$ cat config.mk
export PLATFORM = sky130hd
export DESIGN_NAME = m_bus_ctrl
export DESIGN_NICKNAME = d
export VERILOG_FILES = /design/src/rtl/m_bus_ctrl_pkg.sv /design/src/rtl/m_bus_addr_dec.sv /design/src/rtl/m_bus_ctrl.sv
export SDC_FILE = /design/constraint.sdc
export NUM_CORES = 1
export LEC_CHECK = 0
export CORE_MARGIN = 5
export CORE_UTILIZATION = 25
export CTS_BUF_LIST = sky130_fd_sc_hd__clkbuf_8 sky130_fd_sc_hd__clkbuf_16
export CTS_CLUSTER_SIZE = 30
export DETAILED_ROUTE_END_ITERATION = 16
export GPL_TIMING_DRIVEN = 0
export PLACE_DENSITY = 0.5
export SLEW_MARGIN = 20
export SYNTH_ARGS = -nofsm -noshare
export SYNTH_HDL_FRONTEND = slang
export SYNTH_SLANG_ARGS = --single-unit
$ cat constraint.sdc
create_clock -name clk -period 2.9 [get_ports clk]
set_input_delay 0.435 -clock clk [delete_from_list [all_inputs] [get_ports clk]]
set_output_delay 0.435 -clock clk [all_outputs]
set_load 0.05 [all_outputs]
$ cat src/rtl/m_bus_ctrl_pkg.sv
// Shared definitions for the M-stage data-bus controller: address map,
// FSM state encodings and one-hot slave select codes.
package m_bus_ctrl_pkg;

    // Address map (inclusive bounds)
    localparam logic [31:0] DM_ADDR_BEGIN  = 32'h0000_0000;
    localparam logic [31:0] DM_ADDR_END    = 32'h0000_2FFF;
    localparam logic [31:0] TC0_ADDR_BEGIN = 32'h0000_7F00;
    localparam logic [31:0] TC0_ADDR_END   = 32'h0000_7F0B;
    localparam logic [31:0] TC1_ADDR_BEGIN = 32'h0000_7F10;
    localparam logic [31:0] TC1_ADDR_END   = 32'h0000_7F1B;

    // One-hot slave select, bit order {TC1, TC0, DM}
    localparam logic [2:0] SEL_NONE = 3'b000;
    localparam logic [2:0] SEL_DM   = 3'b001;
    localparam logic [2:0] SEL_TC0  = 3'b010;
    localparam logic [2:0] SEL_TC1  = 3'b100;

    typedef enum logic [1:0] {
        BUS_IDLE  = 2'd0,
        BUS_ISSUE = 2'd1,
        BUS_DONE  = 2'd2,
        BUS_ERR   = 2'd3
    } bus_state_t;

    // Inclusive range test used by the address decoder
    function automatic logic in_range(input logic [31:0] addr,
                                      input logic [31:0] lo,
                                      input logic [31:0] hi);
        return (addr >= lo) && (addr <= hi);
    endfunction

endpackage

$ cat src/rtl/m_bus_addr_dec.sv
// Combinational address decoder: maps a byte address to a one-hot slave
// select and flags addresses outside every region. Also usable by the
// exception-check logic, so it carries no state.
import m_bus_ctrl_pkg::*;

module m_bus_addr_dec (
    input  logic [31:0] i_Addr,
    output logic [2:0]  o_sel,
    output logic        o_unmapped
);

    // Region lookup; regions never overlap so priority order is irrelevant
    always_comb begin
        // NOTE: every output gets a default before the branches so no latch is inferred.
        o_sel      = SEL_NONE;
        o_unmapped = 1'b0;
        if (in_range(i_Addr, DM_ADDR_BEGIN, DM_ADDR_END)) begin
            o_sel = SEL_DM;
        end else if (in_range(i_Addr, TC0_ADDR_BEGIN, TC0_ADDR_END)) begin
            o_sel = SEL_TC0;
        end else if (in_range(i_Addr, TC1_ADDR_BEGIN, TC1_ADDR_END)) begin
            o_sel = SEL_TC1;
        end else begin
            o_unmapped = 1'b1;
        end
    end

endmodule

$ cat src/rtl/m_bus_ctrl.sv
// M-stage data-bus controller. Captures one CPU load/store, issues it to
// the decoded slave with a valid/ready handshake, stalls the pipeline
// until the slave answers, and reports unmapped addresses or slave
// timeouts as a bus error. Slave and result outputs are registered; only
// o_stall is combinational so the request cycle itself can freeze M.
import m_bus_ctrl_pkg::*;

module m_bus_ctrl #(
    parameter int TIMEOUT = 16,  // max cycles of valid without ready
    parameter int CNT_W   = 5    // 2**CNT_W must exceed TIMEOUT
) (
    input  logic        clk,
    input  logic        reset,
    input  logic        i_req,
    input  logic        i_we,
    input  logic [31:0] i_Addr,
    input  logic [31:0] i_wdata,
    input  logic [3:0]  i_byteen,
    input  logic        i_exc,
    input  logic        i_flush,
    output logic        o_stall,
    output logic        o_done,
    output logic [31:0] o_rdata,
    output logic        o_bus_err,
    output logic [2:0]  o_sel,
    output logic        o_s_valid,
    output logic        o_s_we,
    output logic [31:0] o_s_addr,
    output logic [31:0] o_s_wdata,
    output logic [3:0]  o_s_byteen,
    input  logic        i_s_ready,
    input  logic [31:0] i_s_rdata
);

    // Last wait-counter value before the access is declared timed out
    localparam logic [CNT_W-1:0] CNT_LAST = CNT_W'(TIMEOUT - 1);

    bus_state_t      state;
    logic [CNT_W-1:0] wait_cnt;
    logic [2:0]      dec_sel;
    logic            dec_unmapped;
    logic            take_req;

    m_bus_addr_dec u_addr_dec (
        .i_Addr     (i_Addr),
        .o_sel      (dec_sel),
        .o_unmapped (dec_unmapped)
    );

    // A request is accepted only when no exception or flush kills it
    assign take_req = i_req & ~i_exc & ~i_flush;

    // Freeze the pipeline from the request cycle until the slave answers
    assign o_stall = ((state == BUS_IDLE) & take_req) | (state == BUS_ISSUE);

    // Handshake FSM with wait counter, request latch and registered outputs
    always_ff @(posedge clk) begin
        // NOTE: all state here is updated with non-blocking assignments so every
        // register sees the pre-edge values of the others.
        if (reset) begin
            state      <= BUS_IDLE;
            wait_cnt   <= '0;
            o_rdata    <= '0;
            o_done     <= 1'b0;
            o_bus_err  <= 1'b0;
            o_sel      <= SEL_NONE;
            o_s_valid  <= 1'b0;
            o_s_we     <= 1'b0;
            o_s_addr   <= '0;
            o_s_wdata  <= '0;
            o_s_byteen <= '0;
        end else begin
            o_done    <= 1'b0;
            o_bus_err <= 1'b0;
            case (state)
                BUS_IDLE: begin
                    if (take_req) begin
                        if (dec_unmapped) begin
                            state     <= BUS_ERR;
                            o_done    <= 1'b1;
                            o_bus_err <= 1'b1;
                        end else begin
                            state      <= BUS_ISSUE;
                            wait_cnt   <= '0;
                            o_s_valid  <= 1'b1;
                            o_sel      <= dec_sel;
                            o_s_we     <= i_we;
                            o_s_addr   <= i_Addr;
                            o_s_wdata  <= i_wdata;
                            o_s_byteen <= i_we ? i_byteen : 4'h0;
                        end
                    end
                end
                // Flush is deliberately ignored: a started access always completes
                BUS_ISSUE: begin
                    if (i_s_ready) begin
                        if (!o_s_we) begin
                            o_rdata <= i_s_rdata;
                        end
                        state     <= BUS_DONE;
                        o_s_valid <= 1'b0;
                        o_done    <= 1'b1;
                    end else if (wait_cnt == CNT_LAST) begin
                        state     <= BUS_ERR;
                        o_s_valid <= 1'b0;
                        o_done    <= 1'b1;
                        o_bus_err <= 1'b1;
                    end else begin
                        wait_cnt <= wait_cnt + 1'b1;
                    end
                end
                // Result cycle; the next request is evaluated only back in IDLE
                BUS_DONE, BUS_ERR: begin
                    state <= BUS_IDLE;
                end
                default: begin
                    state <= BUS_IDLE;
                end
            endcase
        end
    end

endmodule

==> flow_summary_export.csv, run 1 <==
group,metric,value,unit
outcome,status,"completed",
cts,post_cts_buffers,0,
critical_path,startpoint_type,"primary input",
final_layout,multiInputGateArea,2140,µm²
run,max-cap-violations,0,
final_layout,num_antenna_cells,0,
cts,clk_pin_slew_worst_paths,60,ps
global_routing,grt_pass1_wl,23800,µm
worst_hold_path,hold_path.class,"flop to flop",
final_layout,mostFrequentLayoutCells,"213 x clkdlybuf4s50_1, 114 x dfxtp_1, 104 x nand2b_1, 69 x nand2_1, 53 x mux2i_1",
yosys,syn_inst,477,
critical_path,endpoint_kind,"flop",
sta,timing.setup.tns,0,ps
critical_path,slowest_stage,"a2111oi_4",
yosys,synth_fp_nets,586,
power,vdd_drop_max,383,µV
cts,cts-root-buf,"clkbuf_16",
critical_path,crit_top_cell,"buf_4",
global_routing,overflow,0,
global_routing,grt_use_total,0.139,
die,start_util,0.254,
die,fp.dieW,145,µm
routing,wl,14700,µm
critical_path,critPathMaxStageDelay,500,ps
global_routing,antenna_found_initial,0,
cts,cts_buffer_depth,2,
cts,ctsHtreeMaxLevel,4,
cts,cts_tree,"done",
final_layout,final_common_cell,"clkdlybuf4s50_1",
sta,rsz0062_at_grt,"no",
yosys,ys_ff_latch,114,
routing,first_iter_violations,98,
routing,viasPerCell,4.32,
cts,hold_buffers,0,
sta,hold_violations,0,
sta,timing.slew.headroom,0.602,
global_routing,grt_pass1_vias,4440,
placed_design,gp_congestion,0.761,
sta,fin_crit_sh,0.932,
sta,worstMarginPinSlew,595,ps
cts,cts_inserted_buffers,17,
routing,routedWlPerCell,15.5,µm
critical_path,worstSetupPathType,"primary input to flop",
power,p_leak,2.57,nW
yosys,synth.top_cell.area_share,0.501,
cts,clk_latency,400,ps
yosys,synth_area_per_cell,9.56,µm²
die,rows,49,
yosys,yosysSeqAreaShare,0.501,
sta,max_freq,370,MHz
cts,cts_num_sinks,114,
power,powerDensity,537,nW/µm²
critical_path,cp.required,3220,ps
global_routing,grt_max_degree,17,
routing,num_vias,4106,
placed_design,dp_hpwl,11500,µm
sta,fin_skew,10.4,ps
final_layout,drive_gt1_frac,0.0609,
sta,final.min_clock_period,2700,ps
final_layout,final_core_util,0.423,
placed_design,port_buffers,214,
yosys,synthTopCellsByArea,"dfxtp_1 50%, nand2b_1 14%, mux2i_1 12%, nand2_1 5.7%, a21oi_1 3.6%",
final_layout,area_growth,66.8,%
final_layout,final_nets,819,
die,die-area,21000,µm²
routing,drtPass1Iterations,6,
yosys,yosysUniqueCellTypes,39,
yosys,yosysTopAreaCell,"dfxtp_1",
final_layout,nFillCells,1773,
routing,remaining_drc_errors,0,
die,dieHeight,145,µm
final_layout,regArea,2280,µm²
critical_path,crit_chain,"clkdlybuf4s50_1 > or3b_1 > or3_1 > clkbuf_1 > a2111oi_4 > buf_4 > buf_4 > mux2i_1",
sta,drv_slew,0,
sta,fin_hold_ws,452,ps
die,pin_count,215,
critical_path,crit_path_max_fanout,10,
die,core,18000,µm²
sta,setup_viol,0,
routing,ant_nets,0,
yosys,yosys_warnings,0,
yosys,synth_area,4560,µm²
critical_path,cp.arrival,3030,ps
## synthesized netlist by cell type
| master | count |
|---|---|
| mux2i_1 | 53 |
| ha_1 | 2 |
| nor2_1 | 5 |
| a2111oi_4 | 1 |
| nor3b_1 | 18 |
| o2bb2ai_1 | 2 |
| o32ai_1 | 2 |
| mux2_2 | 1 |
| o41ai_1 | 1 |
| or3b_1 | 1 |
| dfxtp_1 | 114 |
| buf_4 | 2 |
| a2111o_1 | 1 |
| nand2b_1 | 104 |
| nor3_1 | 7 |
| nand3b_1 | 4 |
| clkbuf_1 | 26 |
| nand4_1 | 1 |
| or3_1 | 2 |
| and3_1 | 1 |
| o21ai_0 | 2 |
| inv_1 | 1 |
| o21a_1 | 1 |
| a211oi_1 | 1 |
| nor4_1 | 3 |
| nor2b_1 | 1 |
| nand4bb_1 | 1 |
| xnor2_1 | 1 |
| buf_2 | 6 |
| a21oi_1 | 33 |
| xor2_1 | 2 |
| or4b_2 | 1 |
| nor4b_1 | 2 |
| a2111oi_0 | 1 |
| or3b_2 | 1 |
| nand2_1 | 69 |
| or4_1 | 1 |
| nand3_1 | 1 |
| nand4b_1 | 1 |
## sequential cells by signal, indices dropped and copies added (netlist names)
name        count
o_bus_err       1
o_done          1
o_rdata        32
o_s_addr       32
o_s_byteen      4
o_s_valid       1
o_s_wdata      32
o_s_we          1
o_sel           3
state           2
wait_cnt        5
## layout make-up
| cell class | instances | area share |
|---|---|---|
| Multi-Input combinational cell | 328 | 0.281 |
| Inverter | 1 | 0.000494 |
| Tap cell | 229 | 0.0377 |
| Timing Repair Buffer | 214 | 0.281 |
| Buffer | 34 | 0.0188 |
| Clock buffer | 19 | 0.0595 |
| Clock inverter | 12 | 0.0215 |
| Sequential cell | 114 | 0.300 |
## critical path, delay by kind of cell
kind | cells | cell delay [ps]
simple gates | 2 | 710
compound gates | 1 | 500
mux | 1 | 200
buf+inv | 4 | 1170
## metrics by stage
stage / total power, mW / std cells / cell area, µm² / setup WS [ps]
6_report: 4.08 / 951 / 7610 / 196
5_1_grt: 4.24 / 951 / 7610 / 7.51
4_1_cts: 4.16 / 951 / 7600 / 22.7
3_5_place_dp: 1.94 / 920 / 6990 / -311
3_3_place_gp: 1.93 / 920 / 6990 / -273
2_1_floorplan: 1.74 / 477 / 4560 / 639
## power by group
part           switching [mW]  leakage (nW)  internal (mW)
Combinational           0.129          1.34          0.186
Sequential            0.00558         0.919           1.58
Clock                   0.719         0.306           1.47
## final timing paths
kind         startpoint      endpoint  slack, ps  depth (start not counted)
min reg2reg  o_rdata[1]    o_rdata[1]        450                          2
max               i_req  o_s_addr[11]        200                          8
min          o_rdata[1]    o_rdata[1]        450                          2
max reg2reg    state[0]  o_s_addr[11]        700                          6
## logic make-up (layout without fill, tap and decap cells)
group,Yosys count,after routing,share of synthesized area
AO/OA/AOI/OAI,45,45,0.0617
XOR/XNOR,3,3,0.00576
adder cells (fa/ha/maj),2,2,0.00549
buffers and inverters,35,280,0.0321
flip-flops,114,114,0.501
multiplexers,54,54,0.119
AND/OR/NAND/NOR,224,224,0.276
## timing repair
item                       CTS  global route
pin swaps                    0             0
resized for setup            1             2
setup endpoints to repair    1             1
## layer usage
layer,global-route usage,up-vias,part of all wire
li1,-,2072,-
met1,0.161,1869,0.42
met2,0.226,152,0.47
met3,0.0674,13,0.10
met4,0.0424,0,0.012
met5,0,-,0
No activity file was read; power rests on OpenSTA's default activity.
==> run 2, diff against run 1 <==
Settings changed: CORE_UTILIZATION 25 to 41, PLACE_DENSITY 0.5 to 0.77.
==> flow_summary_export.csv, run 2 (synthesis results as in run 1) <==
group,metric,value,unit
power,vdd_drop_max,395,µV
sta,drv_slew,0,
power,p_total,3.93,mW
routing,num_vias,4154,
sta,timing.setup.tns,0,ps
critical_path,endpoint_kind,"primary output",
final_layout,drive_gt1_frac,0.0595,
die,die-area,13300,µm²
critical_path,crit_chain,"clkdlybuf4s50_1 > or3b_1 > or3_1 > clkbuf_1 > nand2_1 > clkbuf_2",
critical_path,critPathMaxStageDelay,430,ps
placed_design,dp_hpwl,10700,µm
die,rows,38,
routing,routedWlPerCell,15.6,µm
critical_path,r2r-start,"state[0]",
routing,remaining_drc_errors,0,
final_layout,mostFrequentLayoutCells,"213 x clkdlybuf4s50_1, 114 x dfxtp_1, 104 x nand2b_1, 69 x nand2_1, 53 x mux2i_1",
critical_path,startpoint_type,"primary input",
final_layout,final_nets,819,
run,max-cap-violations,0,
placed_design,gp_congestion,0.784,
global_routing,antenna_found_initial,0,
sta,final.min_clock_period,2630,ps
sta,fin_skew,8.41,ps
cts,cts_inserted_buffers,17,
routing,wl,13500,µm
die,fp.dieW,115,µm
critical_path,path_delay_family,"buffers and inverters",
critical_path,r2r_setup_slack,800,ps
routing,viasPerCell,4.81,
critical_path,rr_worst_depth,6,
sta,max_freq,380,MHz
outcome,status,"completed",
sta,rsz0062_at_grt,"no",
cts,post_cts_buffers,0,
critical_path,crit_end,"o_stall",
cts,clk_pin_slew_worst_paths,50,ps
critical_path,cp.required,2470,ps
critical_path,slowest_stage,"clkdlybuf4s50_1",
global_routing,grt_pass1_vias,4385,
final_layout,final_core_util,0.685,
worst_hold_path,hold_path.class,"flop to flop",
final_layout,num_antenna_cells,0,
cts,cts_num_sinks,114,
cts,clk_latency,500,ps
global_routing,grt_pass1_wl,21300,µm
critical_path,worstSetupStartpoint,"i_flush",
critical_path,worstSetupPathType,"primary input to primary output",
global_routing,grt_max_degree,17,
final_layout,reg.largest.list,"o_rdata (32), o_s_addr (32), o_s_wdata (32)",
cts,cts_tree,"done",
critical_path,cp.arrival,2190,ps
routing,first_iter_violations,152,
critical_path,path_depth,6,
sta,setup_viol,0,
routing,drtPass1Iterations,4,
cts,cts_buffer_depth,2,
die,start_util,0.419,
global_routing,overflow,0,
die,pin_count,215,
critical_path,path_buf_inv,3,
placed_design,port_buffers,214,
cts,ctsHtreeMaxLevel,4,
sta,hold_violations,0,
routing,ant_nets,0,
cts,cts-root-buf,"clkbuf_8",
sta,timing.slew.headroom,0.598,
sta,fin_hold_ws,452,ps
sta,fin_crit_sh,0.907,
power,powerDensity,526,nW/µm²
sta,worstMarginPinSlew,602,ps
die,dieHeight,115,µm
global_routing,grt_use_total,0.203,
final_layout,final_common_cell,"clkdlybuf4s50_1",
critical_path,crit_path_max_fanout,6,
critical_path,r2r-end,"o_s_addr[14]",
power,p_leak,2.55,nW
die,core,10900,µm²
final_layout,area_growth,63.7,%
## run 2: changes by cell type in the layout (fill, tap and decap cells not counted)
cell / delta
clkbuf_16: -1
inv_1: +2
clkinv_2: -1
clkinvlp_4: +1
bufinv_16: -1
clkbuf_8: +1
## run 2: cell type report
type	instances	area, µm²
fill	864	3420
sequential	114	2280
multi-input combinational	328	2140
timing repair buffer	214	2140
clock buffer	19	442
tap	140	175
clock inverter	13	144
buffer	34	143
inverter	1	3.75
## run 2: per-layer routing
layer  global-route usage  vias up  share of wire  routed length, µm
met1                0.211     1923           0.38               5140
met4               0.0626        0          0.015                204
met3               0.0862       19           0.10               1410
met5                    0        -              0                  0
li1                     -     2063              -                  -
met2                0.368      149           0.50               6710
## run 2: worst min path at each step
stage / startpoint / end / cells after the start
2_1_floorplan: state[1] / state[0] / 1
3_3_place_gp: o_rdata[16] / o_rdata[16] / 2
3_5_place_dp: o_rdata[29] / o_rdata[29] / 2
4_1_cts: i_s_rdata[16] / o_rdata[16] / 3
5_1_grt: i_s_rdata[10] / o_rdata[10] / 3
6_report: o_rdata[29] / o_rdata[29] / 2
## run 2: metrics by stage
step / setup WS, ps / std cells / cell area (µm²)
floorplan: 639 / 477 / 4560
global placement: -260 / 831 / 6880
detailed placement: -274 / 831 / 6880
CTS: 20.9 / 863 / 7460
global route: 170 / 863 / 7460
finish: 270 / 863 / 7460
## run 2: tightest hold or removal path: stages (launching register included)
cell and delay [ps]:
dfxtp_1 300, nand2_1 50, a21oi_1 50
## run 2: power breakdown
part           internal, mW  switching (mW)
combinational         0.186           0.129
clock                  1.34           0.694
sequential             1.58         0.00569
## run 2: what timing repair did
action,in CTS,in global routing
hold buffers,0,0
endpoints found under the setup margin,1,1
gates resized for setup,2,1
pin swaps,0,0
